### config.mk
export PLATFORM = sky130hd
export DESIGN_NAME = isi_channel
export DESIGN_NICKNAME = d
export VERILOG_FILES = /design/src/rtl/isi_channel.sv
export SDC_FILE = /design/constraint.sdc
export NUM_CORES = 1
export LEC_CHECK = 0
export CORE_MARGIN = 10
export CORE_UTILIZATION = 56
export CTS_BUF_LIST = sky130_fd_sc_hd__clkbuf_4 sky130_fd_sc_hd__clkbuf_8
export DETAILED_ROUTE_END_ITERATION = 7
export PLACE_DENSITY = 0.86
export RECOVER_POWER = 25
export SLEW_MARGIN = 0
export SYNTH_ARGS = -nofsm -noshare
export SYNTH_HDL_FRONTEND = slang
export SYNTH_SLANG_ARGS = --single-unit
### constraint.sdc
create_clock -name clk -period 5.9 [get_ports clk]
set_clock_uncertainty 0.15 [all_clocks]
set_input_delay 1.475 -clock clk [delete_from_list [all_inputs] [get_ports clk]]
set_output_delay 1.475 -clock clk [all_outputs]
set_load 0.1 [all_outputs]
### src/rtl/isi_channel.sv
// ---------------------------------------------------------------------------
// isi_channel
//
// Behavioural model of a band-limited serial channel. Each accepted symbol
// is passed through with unity main-cursor gain. Up to three post-cursor
// echoes of earlier symbols, each scaled by a signed Q0.7 coefficient, are
// added to it. The result is saturated to the sample width and registered,
// so the block has one clock of latency.
//
// Parameters
//   SIGNAL_RESOLUTION      sample width in bits, signed two's complement
//   PULSE_RESPONSE_LENGTH  number of cursors (main + post-cursors), 1..4
//   H1, H2, H3             post-cursor coefficients, signed Q0.7 (32 = 0.25)
//
// Ports
//   clk               in   1     rising-edge clock
//   rstn              in   1     asynchronous active-low reset
//   signal_in         in   SR    transmitted level, signed
//   signal_in_valid   in   1     signal_in carries a new symbol this cycle
//   signal_out        out  SR    received sample including ISI, signed
//   signal_out_valid  out  1     signal_out was updated this cycle
// ---------------------------------------------------------------------------
module isi_channel #(
  parameter int SIGNAL_RESOLUTION     = 8,
  parameter int PULSE_RESPONSE_LENGTH = 2,
  parameter int H1                    = 32,
  parameter int H2                    = 0,
  parameter int H3                    = 0
) (
  input  logic                         clk,
  input  logic                         rstn,
  input  logic [SIGNAL_RESOLUTION-1:0] signal_in,
  input  logic                         signal_in_valid,
  output logic [SIGNAL_RESOLUTION-1:0] signal_out,
  output logic                         signal_out_valid
);

  localparam int W  = SIGNAL_RESOLUTION;
  localparam int PW = 2 * W;
  localparam int SW = W + 3;

  // An out-of-range cursor count is clamped, so the block still elaborates.
  localparam int L = (PULSE_RESPONSE_LENGTH < 1) ? 1 :
                     (PULSE_RESPONSE_LENGTH > 4) ? 4 : PULSE_RESPONSE_LENGTH;

  // Post-cursors beyond the configured response length contribute nothing.
  localparam logic signed [PW-1:0] COEF1 = (L > 1) ? PW'(H1) : '0;
  localparam logic signed [PW-1:0] COEF2 = (L > 2) ? PW'(H2) : '0;
  localparam logic signed [PW-1:0] COEF3 = (L > 3) ? PW'(H3) : '0;

  // Saturation bounds expressed at the accumulator width.
  localparam logic signed [SW-1:0] SUM_MAX = {4'b0000, {(W-1){1'b1}}};
  localparam logic signed [SW-1:0] SUM_MIN = {4'b1111, {(W-1){1'b0}}};

  localparam logic [W-1:0] OUT_MAX = {1'b0, {(W-1){1'b1}}};
  localparam logic [W-1:0] OUT_MIN = {1'b1, {(W-1){1'b0}}};

  logic signed [W-1:0]  hist1;
  logic signed [W-1:0]  hist2;
  logic signed [W-1:0]  hist3;

  logic signed [SW-1:0] tap1;
  logic signed [SW-1:0] tap2;
  logic signed [SW-1:0] tap3;
  logic signed [SW-1:0] main_ext;
  logic signed [SW-1:0] sum;
  logic [W-1:0]         sat_sample;

  // One echo term: a full-width signed product, then an arithmetic shift by
  // 7 to drop the Q0.7 fraction. The shift floors toward negative infinity.
  // The shifted value never exceeds 2^(W-1) in magnitude, so it fits the
  // accumulator width without loss.
  function automatic logic signed [SW-1:0] echo_term(
    input logic signed [W-1:0]  x,
    input logic signed [PW-1:0] coef
  );
    logic signed [PW-1:0] x_ext;
    logic signed [PW-1:0] prod;
    logic signed [PW-1:0] shifted;
    x_ext   = {{W{x[W-1]}}, x};
    prod    = x_ext * coef;
    shifted = prod >>> 7;
    return shifted[SW-1:0];
  endfunction

  // Combinational datapath. The main cursor is added with unity gain. Three
  // spare bits of headroom hold the worst case of four full-scale terms.
  always_comb begin
    tap1       = echo_term(hist1, COEF1);
    tap2       = echo_term(hist2, COEF2);
    tap3       = echo_term(hist3, COEF3);
    main_ext   = {{3{signal_in[W-1]}}, signal_in};
    sum        = main_ext + tap1 + tap2 + tap3;
    sat_sample = sum[W-1:0];
    if (sum > SUM_MAX) begin
      sat_sample = OUT_MAX;
    end else if (sum < SUM_MIN) begin
      sat_sample = OUT_MIN;
    end
  end

  // Symbol history and output register. History and output advance only on
  // accepted symbols, so idle cycles leave the channel state and the last
  // output untouched.
  always_ff @(posedge clk or negedge rstn) begin
    if (!rstn) begin
      hist1            <= '0;
      hist2            <= '0;
      hist3            <= '0;
      signal_out       <= '0;
      signal_out_valid <= 1'b0;
    end else begin
      signal_out_valid <= signal_in_valid;
      if (signal_in_valid) begin
        signal_out <= sat_sample;
        hist1      <= signal_in;
        hist2      <= hist1;
        hist3      <= hist2;
      end
    end
  end

endmodule

==> key figures <==
Logic synthesis
  • Cells after Synth: 92
  • Synthesized area: 968 um^2
  • Synthesized flop and latch total: 15
  • Most common flop cell mapped by yosys: dfrtp_1
  • Ys async rst share: 100%
  • Syn Area/Cell: 10.5 um^2
  • Sequential element share of the synthesized area: 38.8%
  • Mapped Nets: 112
  • Synth cell types: 29
  • Synth warn: 0
  • EDFF count, synth: 0

Timing
  • Min cycle time layout: 3.81 ns
  • Final Setup Violations: 0
  • Worst slew margin: 34.1%
  • Fmax: 0.262 GHz
  • Setup TNS Final: 0 ns
  • RSZ-0062 raised after global routing: false
  • Worst slew pin tran: 0.986 ns
  • Slew Limit Fails: 0
  • Tcrit/Tclk final: 64.6%
  • Final Hold Fails: 0

Final layout
  • # nets final: 133
  • Most frequent cells in the layout: clkdlybuf4s50_1 (18), dfrtp_1 (15), a21oi_1 (12)
  • Commonest non-fill, non-tap cell in the layout: clkdlybuf4s50_1
  • Fraction of layout cells with a size suffix above 1: 13.4%
  • Ant. Diodes: 0
  • Synth-to-Final Area Change: 23.3%

Drt
  • Detailed Route WL: 2190 um
  • Vias: 794
  • Via-to-Cell Ratio: 6.20
  • Routed Antenna Nets: 0
  • WL/cell: 17.1 um
  • First-pass DRT Iterations: 4
  • Drt first-iter violations: 20
  • DR DRC count: 0

Power
  • Pwr dens: 395 nW/um^2
  • VDD IR max: 0.000312 V
  • Overall power: 0.472 mW
  • Leak pwr: 0.514 nW

Floorplanning
  • Boundary Pins: 20
  • Core Box Area: 1580 um^2
  • Die height: 61.6 um
  • Die width: 61.6 um
  • Total die area: 3790 um^2
  • Placement row count: 14
  • Initial Utilization: 61.4%

Critical path
  • Req. time, crit path: 5.89 ns
  • Critical-path cell with the highest stage delay: fa_1
  • Max Fanout on Critical Path: 10
  • Critical path class: input pin to register
  • Crit start category: input pin
  • Worst path bufs/invs: 1
  • Top delay family on crit path: compound AO/OA/AOI/OAI gates
  • CP Cell Sequence: clkdlybuf4s50_1, ha_1, fa_1, a211oi_1, nor3_1, o31a_1, o21ai_4, o22ai_1
  • Crit path DAT: 3.80 ns
  • Setup crit end kind: register
  • Critical Path Max Stage Delay: 0.43 ns

Global routing
  • Number of global-route vias before repair: 821
  • Antenna violations before repair: 0
  • GR Overflow Total: 0
  • GR Util All Layers: 12.8%
  • Largest net degree at the start of global routing: 20
  • First-pass GRT wire length: 3680 um

Clock network
  • CTS Buf Count: 3
  • CTS tree: yes
  • # clock sinks: 15
  • Buffer count from post-CTS setup fixing: 0
  • H-tree depth: 1
  • Cts repair resizes: 0
  • Clk buf depth: 2
  • CTS Root Buffer Type: clkbuf_4
  • Clock edge transition at the registers on the reported setup and hold paths: 0.09 ns
  • Worst skew pair latency: 0.29 ns
  • Hold-fix buffers, CTS: 0

Place
  • PortBufs: 19
  • RePlAce Congestion: 0.860
  • DP Wirelength: 1690 um

Status
  • Status: finished, final reports clean

Hold path
  • Tightest Hold Check Type: register to register

Flow run
  • Max Cap Viol: 0
registers in the layout, indices dropped and copies added, names as in the netlist:
signal and flops:
signal_out_valid 1, signal_out 8, hist1 6
routing by layer:
metal	track usage [%]	part of all wire [%]	vias up
met2	21.7	48	24
li1	-	-	383
met3	4.53	8.2	5
met1	14.2	42	382
met5	0	0	-
met4	5.73	1.4	0
layout make-up:
cell class                 count  area (um^2)
multi-input combinational     66          551
fill                         126          383
sequential                    15          375
timing repair buffer          19          190
inverter                       8         30.0
clock buffer                   3         22.5
tap                           16         20.0
clock inverter                 1         5.00
worst paths after layout:
| check | slack [ns] | start | depth (start not counted) | end |
|---|---|---|---|---|
| max in group asynchronous | 3.67 | rstn | 1 | signal_out[3] |
| min in group asynchronous | 1.50 | rstn | 1 | hist1[3] |
| hold / removal | 0.37 | hist1[6] | 1 | hist1[6] |
| setup / recovery | 2.09 | signal_in[0] | 8 | signal_out[0] |
| setup reg to reg | 3.31 | hist1[2] | 7 | signal_out[0] |
| hold reg to reg | 0.37 | hist1[6] | 1 | hist1[6] |
stage by stage:
step	utilization [%]	cells	instance area [um^2]	setup slack, ns	hold WS (ns)
global route	75.7	128	1190	1.98	0.405
CTS	75.7	128	1190	2.10	0.373
global placement	74.0	124	1170	1.92	0.346
floorplan	-	92	968	2.45	0.335
detailed placement	74.0	124	1170	1.81	0.352
finish	75.7	128	1190	2.09	0.374
cell families after synthesis:
family                   share of synthesized area, %
AO/OA/AOI/OAI                                    28.3
flip-flops                                       38.8
buffers and inverters                            4.39
adder cells (fa/ha/maj)                          12.4
AND/OR/NAND/NOR                                  4.65
multiplexers                                     6.98
XOR/XNOR                                         4.52
synthesized netlist by cell type (2+ instances only):
library cell,n,share of area [%]
ha_1,8,10
o21ai_0,5,2.6
xor2_1,2,1.8
o22ai_1,6,3.9
xnor2_1,3,2.7
a211oi_1,4,3.1
clkbuf_1,2,0.78
nor2_1,2,0.78
a21o_1,3,2.3
mux2_2,6,7.0
inv_1,8,3.1
a21oi_1,12,6.2
dfrtp_1,15,39
worst register-to-register path, delay by kind of cell (launching register included):
family / cells / cell delay [ns]
AOI/OAI and AO/OA: 4 / 1.13
adders and majority gates: 2 / 0.66
DFF: 1 / 0.39
and+or+nand+nor: 1 / 0.10
power by group:
part	switching (mW)	leakage [nW]	internal (mW)
combinational	0.197	0.319	0.0796
sequential	0.0118	0.178	0.123
clock	0.0352	0.0177	0.0252
Note: power is estimated with default switching activity, not from simulation.
